$ cat config.mk
export PLATFORM = sky130hd
export DESIGN_NAME = repeat_sub_divider
export DESIGN_NICKNAME = d
export VERILOG_FILES = /design/src/rtl/repeat_sub_divider.sv
export SDC_FILE = /design/constraint.sdc
export NUM_CORES = 1
export LEC_CHECK = 0
export BUFFER_PORTS_ARGS = -buffer_cell sky130_fd_sc_hd__buf_4
export CAP_MARGIN = 10
export CORE_MARGIN = 1
export CORE_UTILIZATION = 45
export CTS_CLUSTER_SIZE = 30
export DETAILED_ROUTE_END_ITERATION = 10
export PLACE_DENSITY_LB_ADDON = 0.12
export SYNTH_ARGS = -nofsm -noshare
export SYNTH_HDL_FRONTEND = slang
export SYNTH_SLANG_ARGS = --single-unit
export TNS_END_PERCENT = 50
$ cat constraint.sdc
create_clock -name clk -period 3.3 [get_ports clk]
set_clock_uncertainty 0.1 [all_clocks]
set_input_delay 0.66 -clock clk [delete_from_list [all_inputs] [get_ports clk]]
set_output_delay 0.66 -clock clk [all_outputs]
set_load 0.02 [all_outputs]
$ cat src/rtl/repeat_sub_divider.sv
// Unsigned repeated-subtraction divider. Dividend and divisor arrive on the
// shared data_in bus on the two edges after start. Quotient and remainder
// are valid while done is high.
module repeat_sub_divider #(
    parameter int WIDTH = 16
) (
    input  logic             clk,
    input  logic             rst_n,
    input  logic             start,
    input  logic [WIDTH-1:0] data_in,
    output logic             busy,
    output logic             done,
    output logic             div_by_zero,
    output logic [WIDTH-1:0] quotient,
    output logic [WIDTH-1:0] remainder
);

    typedef enum logic [2:0] {
        IDLE   = 3'd0,
        LOAD_A = 3'd1,
        LOAD_B = 3'd2,
        CHECK  = 3'd3,
        SUB    = 3'd4,
        DONE   = 3'd5
    } state_t;

    state_t           state, state_nxt;
    logic [WIDTH-1:0] q_r, r_r, d_r;
    logic [WIDTH-1:0] q_nxt, r_nxt, d_nxt;
    logic             dbz_r, dbz_nxt;
    logic             r_ge_d;

    // Full unsigned compare; the subtraction is only taken when it holds,
    // so R never underflows.
    assign r_ge_d = (r_r >= d_r);

    // State register.
    always_ff @(posedge clk or negedge rst_n) begin
        if (!rst_n) state <= IDLE;
        else        state <= state_nxt;
    end

    // Next-state and datapath control; every register holds by default.
    always_comb begin
        state_nxt = state;
        q_nxt     = q_r;
        r_nxt     = r_r;
        d_nxt     = d_r;
        dbz_nxt   = dbz_r;
        case (state)
            IDLE, DONE: begin
                // A new run may start straight out of DONE; the stale
                // divide-by-zero flag drops as LOAD_A is entered.
                if (start) begin
                    state_nxt = LOAD_A;
                    dbz_nxt   = 1'b0;
                end
            end
            LOAD_A: begin
                r_nxt     = data_in;
                state_nxt = LOAD_B;
            end
            LOAD_B: begin
                d_nxt     = data_in;
                q_nxt     = '0;
                state_nxt = CHECK;
            end
            CHECK: begin
                if (d_r == '0) begin
                    // Saturated quotient, dividend left in R.
                    q_nxt     = '1;
                    dbz_nxt   = 1'b1;
                    state_nxt = DONE;
                end else begin
                    state_nxt = SUB;
                end
            end
            SUB: begin
                if (r_ge_d) begin
                    r_nxt = r_r - d_r;
                    q_nxt = q_r + WIDTH'(1);
                end else begin
                    state_nxt = DONE;
                end
            end
            default: state_nxt = IDLE;
        endcase
    end

    // Datapath registers.
    always_ff @(posedge clk or negedge rst_n) begin
        if (!rst_n) begin
            q_r   <= '0;
            r_r   <= '0;
            d_r   <= '0;
            dbz_r <= 1'b0;
        end else begin
            q_r   <= q_nxt;
            r_r   <= r_nxt;
            d_r   <= d_nxt;
            dbz_r <= dbz_nxt;
        end
    end

    // Outputs decoded purely from registered state.
    always_comb begin
        busy        = (state == LOAD_A) || (state == LOAD_B) ||
                      (state == CHECK)  || (state == SUB);
        done        = (state == DONE);
        div_by_zero = dbz_r;
        quotient    = q_r;
        remainder   = r_r;
    end

endmodule

# Word level (Yosys, flattened, before mapping)
# Cells that the tools add are included.
classes:
  n_mux: 12
  n_addsub: 2
  n_lt_le_gt_ge: 1
  reduce_logical: 13
  n_eq_ne: 9
op_table:
  columns: ["cell", "count"]
  rows:
  - ["2-to-1 mux 16 bit", 3]
  - ["case mux 16 bit (3 select lines)", 1]
  - ["case mux 16 bit (2 select lines)", 1]
  - ["adder 16 x 1 -> 16 bit, second input constant", 1]
  - ["greater-or-equal comparator 16 bit", 1]
  - ["zero test 16 bit", 1]
  - ["subtractor 16 bit", 1]
  - ["case mux 3 bit (5 select lines)", 1]
  - ["inequality test 2 bit, second input constant", 4]
  - ["== test 3 x 2 -> 1 bit, second input constant", 2]
  - ["== test 3 bit, second input constant", 2]
  - ["2-to-1 mux 3 bit", 2]
  - ["AND reduction 3 bit", 2]
  - ["AND reduction 2 bit", 2]
  - ["nonzero test 2 bit", 2]
  - ["== test 3 x 1 -> 1 bit, second input constant", 1]
  - ["zero test 3 bit", 1]
  - ["logical OR 1 bit", 3]
  - ["2-to-1 mux 1 bit", 3]
  - ["nonzero test 3 bit", 1]
  - ["case mux 1 bit (2 select lines)", 1]
  - ["OR reduction 2 bit", 1]
totals:
  out_inout_bits: 35
  inputBits: 19
  word_cells: 42
  ff_bits: 52

# Logic depth before layout (Yosys ltp)
# Gate-level depths: netlist (run 1).
logic_depth:
  word_depth: 4
  ltp_mapped: 12
  mapped_depth_nobuf: 10

# Worst setup path after synthesis (run 1)
# Ideal clock, no wire load.
synth_timing:
  path_kind: "flip-flop to flip-flop"
  startpoint: "register r_r[0], in the netlist remainder[0]"
  endpoint: "register r_r[10], in the netlist remainder[10]"
  required_ns: 3.075
  period_less_slack_ns: 2.694
  path_stages_with_launch: 12
  setup_slack_ns: 0.606
  arrival_time_ns: 2.469
  setup_time_ns: 0.125
  n_path_buf: 1
  cell_sequence: "dfrtp_1 inv_1 ha_1 inv_1 fa_1 nand3_1 nand3_1 o2bb2ai_4 a211oi_4 nor2_4 buf_6 mux2_4"
synth_via:
  elab_chain_len: 3
  word_cells_on_any_way: 6
  classes_between: "add/sub: 1; order compare: 1; eq/ne: 1; mux: 2; reduce/logical: 1"
synth_lines:
  columns: ["item", "line", "text"]
  rows:
  - ["from (decl)", "28", "logic [WIDTH-1:0] q_r, r_r, d_r;"]
  - ["from (signal assigned)", "99", "r_r <= r_nxt;"]
  - ["subtractor 16 bit or greater-or-equal comparator 16 bit (tied branches)", "80, 35", null]
  - ["2-to-1 mux 16 bit or inequality test 2 bit (tied branches)", null, null]
  - ["case mux 16 bit (2 select lines) or AND reduction 2 bit (tied branches)", null, null]
# Parallel ways exist; a longest one is shown, timed or not. The select of a mux whose other input is x is not followed.
# A chain may end at the register's enable or synchronous reset.

# Worst setup path after layout (run 1)
layout_timing:
  startpoint: "register r_r[13], in the netlist remainder[13]"
  endpoint: "register r_r[2], in the netlist remainder[2]"
layout_via:
  elab_chain_len: 3
layout_lines:
  columns: ["item", "line", "text"]
  rows:
  - ["greater-or-equal comparator 16 bit", "35", "assign r_ge_d = (r_r >= d_r);"]
  - ["inequality test 2 bit (no source line)", null, null]
  - ["AND reduction 2 bit (no source line)", null, null]
# Every way passes these cells.

==> flow_metrics.env, run 1 <==
export IMPL_syn_cell_area_sq_mm=0.00373
export IMPL_diodes=0
export IMPL_dp_slack_ns=0.378
export IMPL_async_flop_share_pct=100
export IMPL_startpoint_type="flop"
export IMPL_hold_class="primary input to async pin"
export IMPL_p_switching_mw=2.49
export IMPL_synth_edf_count=0
export IMPL_syn_nets=474
export IMPL_die_area_sq_mm=0.00866
export IMPL_cts_path_max_buffers=2
export IMPL_required_ns=3.41
export IMPL_synthTopCellsByArea="dfrtp_1, nand2_1, o21ai_0"
export IMPL_cp_slowest_stage_delay_ns=0.49
export IMPL_pwr_share_comb_pct=67.8
export IMPL_slew_violations=0
export IMPL_via_per_inst=5.72
export IMPL_critPathSlowestCell="nor2_4"
export IMPL_rr_worst_depth=7
export IMPL_cp_num_buf_inv=0
export IMPL_r2r_start="remainder[13]$_DFFE_PN0P_"
export IMPL_period_share_pct=89.4
export IMPL_grt_pass1_vias=3192
export IMPL_leakagePower_nw=1.93
export IMPL_clk_latency_ns=0.31
export IMPL_internal_power_mw=2.53
export IMPL_grt_overflow=0
export IMPL_root_buffer="clkbuf_8"
export IMPL_multi_input_area_sq_mm=0.00221
export IMPL_ff2ff_setup_slack_ns=0.35
export IMPL_row_count=32
export IMPL_htreeDepth=2
export IMPL_grt_pass1_wl_um=15700
export IMPL_postRouteWirelength_um=9220
export IMPL_pin_count=54
export IMPL_globalplace_congestion=0.855
export IMPL_netlist_instances=437
export IMPL_clkSinkCount=52
export IMPL_timing_rr_end="remainder[2]$_DFFE_PN0P_"
export IMPL_ff_latch_area_sq_mm=0.00130
export IMPL_floorplan_initialDensity_pct=47.3
export IMPL_cp_end_kind="flop"
export IMPL_core_sq_mm=0.00789
export IMPL_antenna_found_initial=0
export IMPL_ys_ff_latch=52
export IMPL_dr_pass1_iters=4
export IMPL_cp_cell_sequence="ha_1 -> nand3_2 -> or3_1 -> o2bb2ai_4 -> a211oi_4 -> nor2_4 -> mux2_2"
export IMPL_ys_warn_count=0
export IMPL_numCtsBuffers=5
export IMPL_hold_violations=0
export IMPL_final_util_pct=54.5
export IMPL_period_needed_ns=2.95
export IMPL_io_buffers=53
export IMPL_die_x_um=93.1
export IMPL_syn_to_final_growth_pct=15.2
export IMPL_status="complete, no violations"
export IMPL_p_per_area_mw_per_mm2=1170
export IMPL_irDropWorstVdd_uv=591
export IMPL_drtIter0Drc=159
export IMPL_die_y_um=93.1
export IMPL_rsz0062_at_grt="no"
export IMPL_worstPathArrival_ns=3.06
export IMPL_wire_per_inst_um=15.7
export IMPL_crit_type="flop to flop"
export IMPL_track_usage_pct=22.7
export IMPL_cts_tree="yes"
export IMPL_clkTransAtPathRegs_ns=0.10
export IMPL_grt_start_max_net_pins=53
export IMPL_nets=522
export IMPL_dp_hpwl_um=6740
export IMPL_ctsHoldBuffers=0
export IMPL_netlist_area_leader_share_pct=34.9
export IMPL_layout_setup_ws_ns=0.350
export IMPL_ys_flop_type="dfrtp_1"
export IMPL_fmax_mhz=339
export IMPL_tns_ns=0
export IMPL_crit_fanout=14
export IMPL_mostFrequentLayoutCells="nand2_1, buf_4, dfrtp_1"
export IMPL_yosysUniqueCellTypes=67
export IMPL_synth_area_per_cell_sq_um=8.54
export IMPL_seqPwrFrac_pct=24.5
export IMPL_post_cts_buffers=0
export IMPL_max_cap_viol_count=0
export IMPL_crit_family="simple AND/OR/NAND/NOR gates"
export IMPL_drcViolationCount=0
export IMPL_cts_resized=0
export IMPL_synth_top_area_cell="dfrtp_1"
export IMPL_setup_viol=0
export IMPL_seq_area_frac_synth_pct=34.9
export IMPL_tightestPinTransition_ns=0.731
export IMPL_power_frac_clock_pct=7.8
export IMPL_fillers=763
export IMPL_final_layout_size_suffix_gt1_share_pct=19.6
export IMPL_max_slew_margin_pct=51.1
export IMPL_postRouteAntennaNets=0
export IMPL_swShare_pct=49.7
export IMPL_vias=3357
layout make-up:
cell class	count	area share, %
sequential	52	30.3
clock buffer	6	1.92
multi-input combinational	338	51.5
inverter	26	2.27
timing repair buffer	62	10.8
clock inverter	1	0.204
tap	102	2.97
worst reg2reg max path, stage by stage (launching register included):
cell	delay, ns
dfrtp_1	0.41
ha_1	0.43
nand3_2	0.22
or3_1	0.44
o2bb2ai_4	0.22
a211oi_4	0.14
nor2_4	0.49
mux2_2	0.40
power groups by stage:
stage	Combinational (mW)	Clock [mW]	Sequential, mW
floorplan	2.40	0	1.34
global placement	3.36	0	1.23
detailed placement	3.39	0	1.24
CTS	3.41	0.397	1.23
global route	3.78	0.421	1.28
finish	3.40	0.390	1.23
cells in the mapped netlist (all sizes together) (7+ instances only):
library cell,instances
a21oi,26
buf,10
clkbuf,11
dfrtp,52
ha,17
inv,26
mux2,11
mux2i,7
nand2,62
nand3,20
nor2,31
nor3,10
o21a,8
o21ai,45
layer usage:
| metal | vias up | part of all wire [%] | GRT usage [%] |
|---|---|---|---|
| met5 | - | 0 | 0 |
| met3 | 10 | 4.8 | 3.25 |
| li1 | 1676 | - | - |
| met1 | 1593 | 49 | 33.4 |
| met2 | 78 | 45 | 34.7 |
| met4 | 0 | 1.5 | 6.15 |
cell families (layout without fill, tap and decap cells):
kind of cell / count (synthesis) / after routing / synth area share [%]
buffers and inverters: 47 / 95 / 5.87
AO/OA/AOI/OAI: 132 / 132 / 24.3
multiplexers: 18 / 18 / 5.90
adder cells (fa/ha/maj): 18 / 18 / 6.24
AND/OR/NAND/NOR: 161 / 161 / 20.7
flip-flops: 52 / 52 / 34.9
XOR/XNOR: 9 / 9 / 2.11
flip-flops by register name, summed over array words and instances (netlist names):
| register | count |
|---|---|
| remainder | 16 |
| state | 3 |
| quotient | 16 |
| div_by_zero | 1 |
| d_r | 16 |
how the worst max path moves through the flow:
| stage | from | end | slack (ns) | cells after the start |
|---|---|---|---|---|
| after CTS | d_r[8]$_DFFE_PN0P_ | remainder[2]$_DFFE_PN0P_ | 0.35 | 8 |
| final | remainder[13]$_DFFE_PN0P_ | remainder[2]$_DFFE_PN0P_ | 0.35 | 7 |
| after global routing | d_r[8]$_DFFE_PN0P_ | remainder[1]$_DFFE_PN0P_ | 0.12 | 8 |
| after floorplan | remainder[0]$_DFFE_PN0P_ | remainder[10]$_DFFE_PN0P_ | 0.61 | 11 |
| after global placement | remainder[9]$_DFFE_PN0P_ | remainder[4]$_DFFE_PN0P_ | 0.43 | 7 |
| after detailed placement | d_r[8]$_DFFE_PN0P_ | remainder[3]$_DFFE_PN0P_ | 0.38 | 8 |
metrics by stage:
step / hold WS (ns) / total power [mW] / instance area [sq um] / cells
2_1_floorplan: 0.264 / 3.74 / 3730 / 437
3_3_place_gp: 0.374 / 4.59 / 4210 / 580
3_5_place_dp: 0.380 / 4.62 / 4210 / 580
4_1_cts: 0.315 / 5.03 / 4300 / 587
5_1_grt: 0.338 / 5.48 / 4300 / 587
6_report: 0.252 / 5.02 / 4300 / 587
Power figures use the tool's default switching activity.
==> run 2: changes to the inputs <==
CORE_UTILIZATION = 47   (was 45)
==> flow_metrics.env, run 2 (synthesis results as in run 1) <==
export IMPL_hold_class="primary input to async pin"
export IMPL_crit_type="flop to flop"
export IMPL_htreeDepth=2
export IMPL_die_y_um=91.1
export IMPL_rsz0062_at_grt="no"
export IMPL_period_share_pct=89.4
export IMPL_mostFrequentLayoutCells="nand2_1, buf_4, dfrtp_1"
export IMPL_grt_pass1_vias=3082
export IMPL_slew_violations=0
export IMPL_clkTransAtPathRegs_ns=0.10
export IMPL_final_common_cell="nand2_1"
export IMPL_cts_resized=0
export IMPL_max_cap_viol_count=0
export IMPL_track_usage_pct=23.4
export IMPL_setup_viol=0
export IMPL_pin_count=54
export IMPL_clk_latency_ns=0.31
export IMPL_total_power_mw=5.02
export IMPL_postRouteAntennaNets=0
export IMPL_dr_pass1_iters=4
export IMPL_instances_no_fill=586
export IMPL_nets=520
export IMPL_period_needed_ns=2.95
export IMPL_die_area_sq_mm=0.00830
export IMPL_final_layout_size_suffix_gt1_share_pct=19.4
export IMPL_numCtsBuffers=5
export IMPL_crit_fanout=14
export IMPL_cp_num_buf_inv=0
export IMPL_leakagePower_nw=1.92
export IMPL_floorplan_initialDensity_pct=48.5
export IMPL_root_buffer="clkbuf_8"
export IMPL_startpoint_type="flop"
export IMPL_clkSinkCount=52
export IMPL_status="complete, no violations"
export IMPL_required_ns=3.40
export IMPL_worstPathArrival_ns=3.05
export IMPL_fmax_mhz=339
export IMPL_crit_family="simple AND/OR/NAND/NOR gates"
export IMPL_r2r_start="remainder[9]$_DFFE_PN0P_"
export IMPL_cp_slowest_stage_delay_ns=0.49
export IMPL_wire_per_inst_um=15.9
export IMPL_grt_overflow=0
export IMPL_globalplace_congestion=0.884
export IMPL_diodes=0
export IMPL_tns_ns=0
export IMPL_dp_cells=578
export IMPL_vias=3308
export IMPL_via_per_inst=5.65
export IMPL_ff2ff_setup_slack_ns=0.35
export IMPL_syn_to_final_growth_pct=14.9
export IMPL_io_buffers=53
export IMPL_max_slew_margin_pct=54.4
export IMPL_timing_rr_end="remainder[2]$_DFFE_PN0P_"
export IMPL_cp_end_kind="flop"
export IMPL_critPathSlowestCell="nor2_4"
export IMPL_rr_worst_depth=7
export IMPL_p_per_area_mw_per_mm2=1170
export IMPL_grt_start_max_net_pins=53
export IMPL_core_sq_mm=0.00769
export IMPL_antenna_found_initial=0
export IMPL_cts_path_max_buffers=2
export IMPL_drtIter0Drc=209
export IMPL_die_x_um=91.1
export IMPL_dp_hpwl_um=6650
export IMPL_drcViolationCount=0
export IMPL_tightestPinTransition_ns=0.684
export IMPL_cp_cell_sequence="ha_1 -> nand4_1 -> or3_1 -> o2bb2ai_4 -> a211oi_4 -> nor2_4 -> mux2_2"
export IMPL_irDropWorstVdd_uv=628
export IMPL_cts_tree="yes"
export IMPL_postRouteWirelength_um=9310
export IMPL_grt_pass1_wl_um=15500
export IMPL_row_count=32
export IMPL_post_cts_buffers=0
export IMPL_ctsHoldBuffers=0
export IMPL_hold_violations=0
## run 2: cell types whose count changed in the layout (fill, tap and decap cells not counted)
cell / previous run / this run
clkinvlp_4: 0 / 2
clkinv_4: 1 / 0
buf_4: 62 / 60
## run 2: layer usage
layer	GRT usage (%)	part of all wire [%]
met5	0	0
met4	4.63	0.87
met3	3.43	4.1
met2	35.4	45
met1	35.6	50
## run 2: stage by stage
step	setup WS (ns)	hold WS [ns]	area (sq um)	utilization, %
6_report	0.350	0.283	4290	55.8
2_1_floorplan	0.606	0.264	3730	-
3_5_place_dp	0.359	0.387	4190	54.5
5_1_grt	0.143	0.349	4290	55.8
3_3_place_gp	0.396	0.381	4190	54.5
4_1_cts	0.329	0.314	4290	55.8
## run 2: worst max-delay path by stage
| stage | from | slack [ns] | endpoint | cells past startpoint |
|---|---|---|---|---|
| final | remainder[9]$_DFFE_PN0P_ | 0.35 | remainder[2]$_DFFE_PN0P_ | 7 |
| after global routing | remainder[9]$_DFFE_PN0P_ | 0.14 | remainder[4]$_DFFE_PN0P_ | 7 |
| after CTS | remainder[9]$_DFFE_PN0P_ | 0.33 | remainder[2]$_DFFE_PN0P_ | 7 |
| after detailed placement | remainder[9]$_DFFE_PN0P_ | 0.36 | remainder[2]$_DFFE_PN0P_ | 7 |
| after global placement | remainder[9]$_DFFE_PN0P_ | 0.40 | remainder[2]$_DFFE_PN0P_ | 7 |
| after floorplan | remainder[0]$_DFFE_PN0P_ | 0.61 | remainder[10]$_DFFE_PN0P_ | 11 |
## run 2: report_power, final
part	internal (mW)	switching [mW]	total, mW
logic	1.42	1.98	3.40
clock network	0.171	0.229	0.399
registers	0.926	0.302	1.23
total	2.52	2.51	5.02
## run 2: final cells by class
type | instances | area (sq um)
clock buffer | 6 | 82.6
sequential | 52 | 1300
inverter | 26 | 97.6
multi-input combinational | 338 | 2210
fill | 763 | 3400
timing repair buffer | 60 | 450
tap | 102 | 128
clock inverter | 2 | 15.0
## run 2: worst reg2reg max path, stage by stage, from the launching register on
cell       delay [ns]
dfrtp_1          0.41
ha_1             0.46
nand4_1          0.24
or3_1            0.40
o2bb2ai_4        0.20
a211oi_4         0.14
nor2_4           0.49
mux2_2           0.41
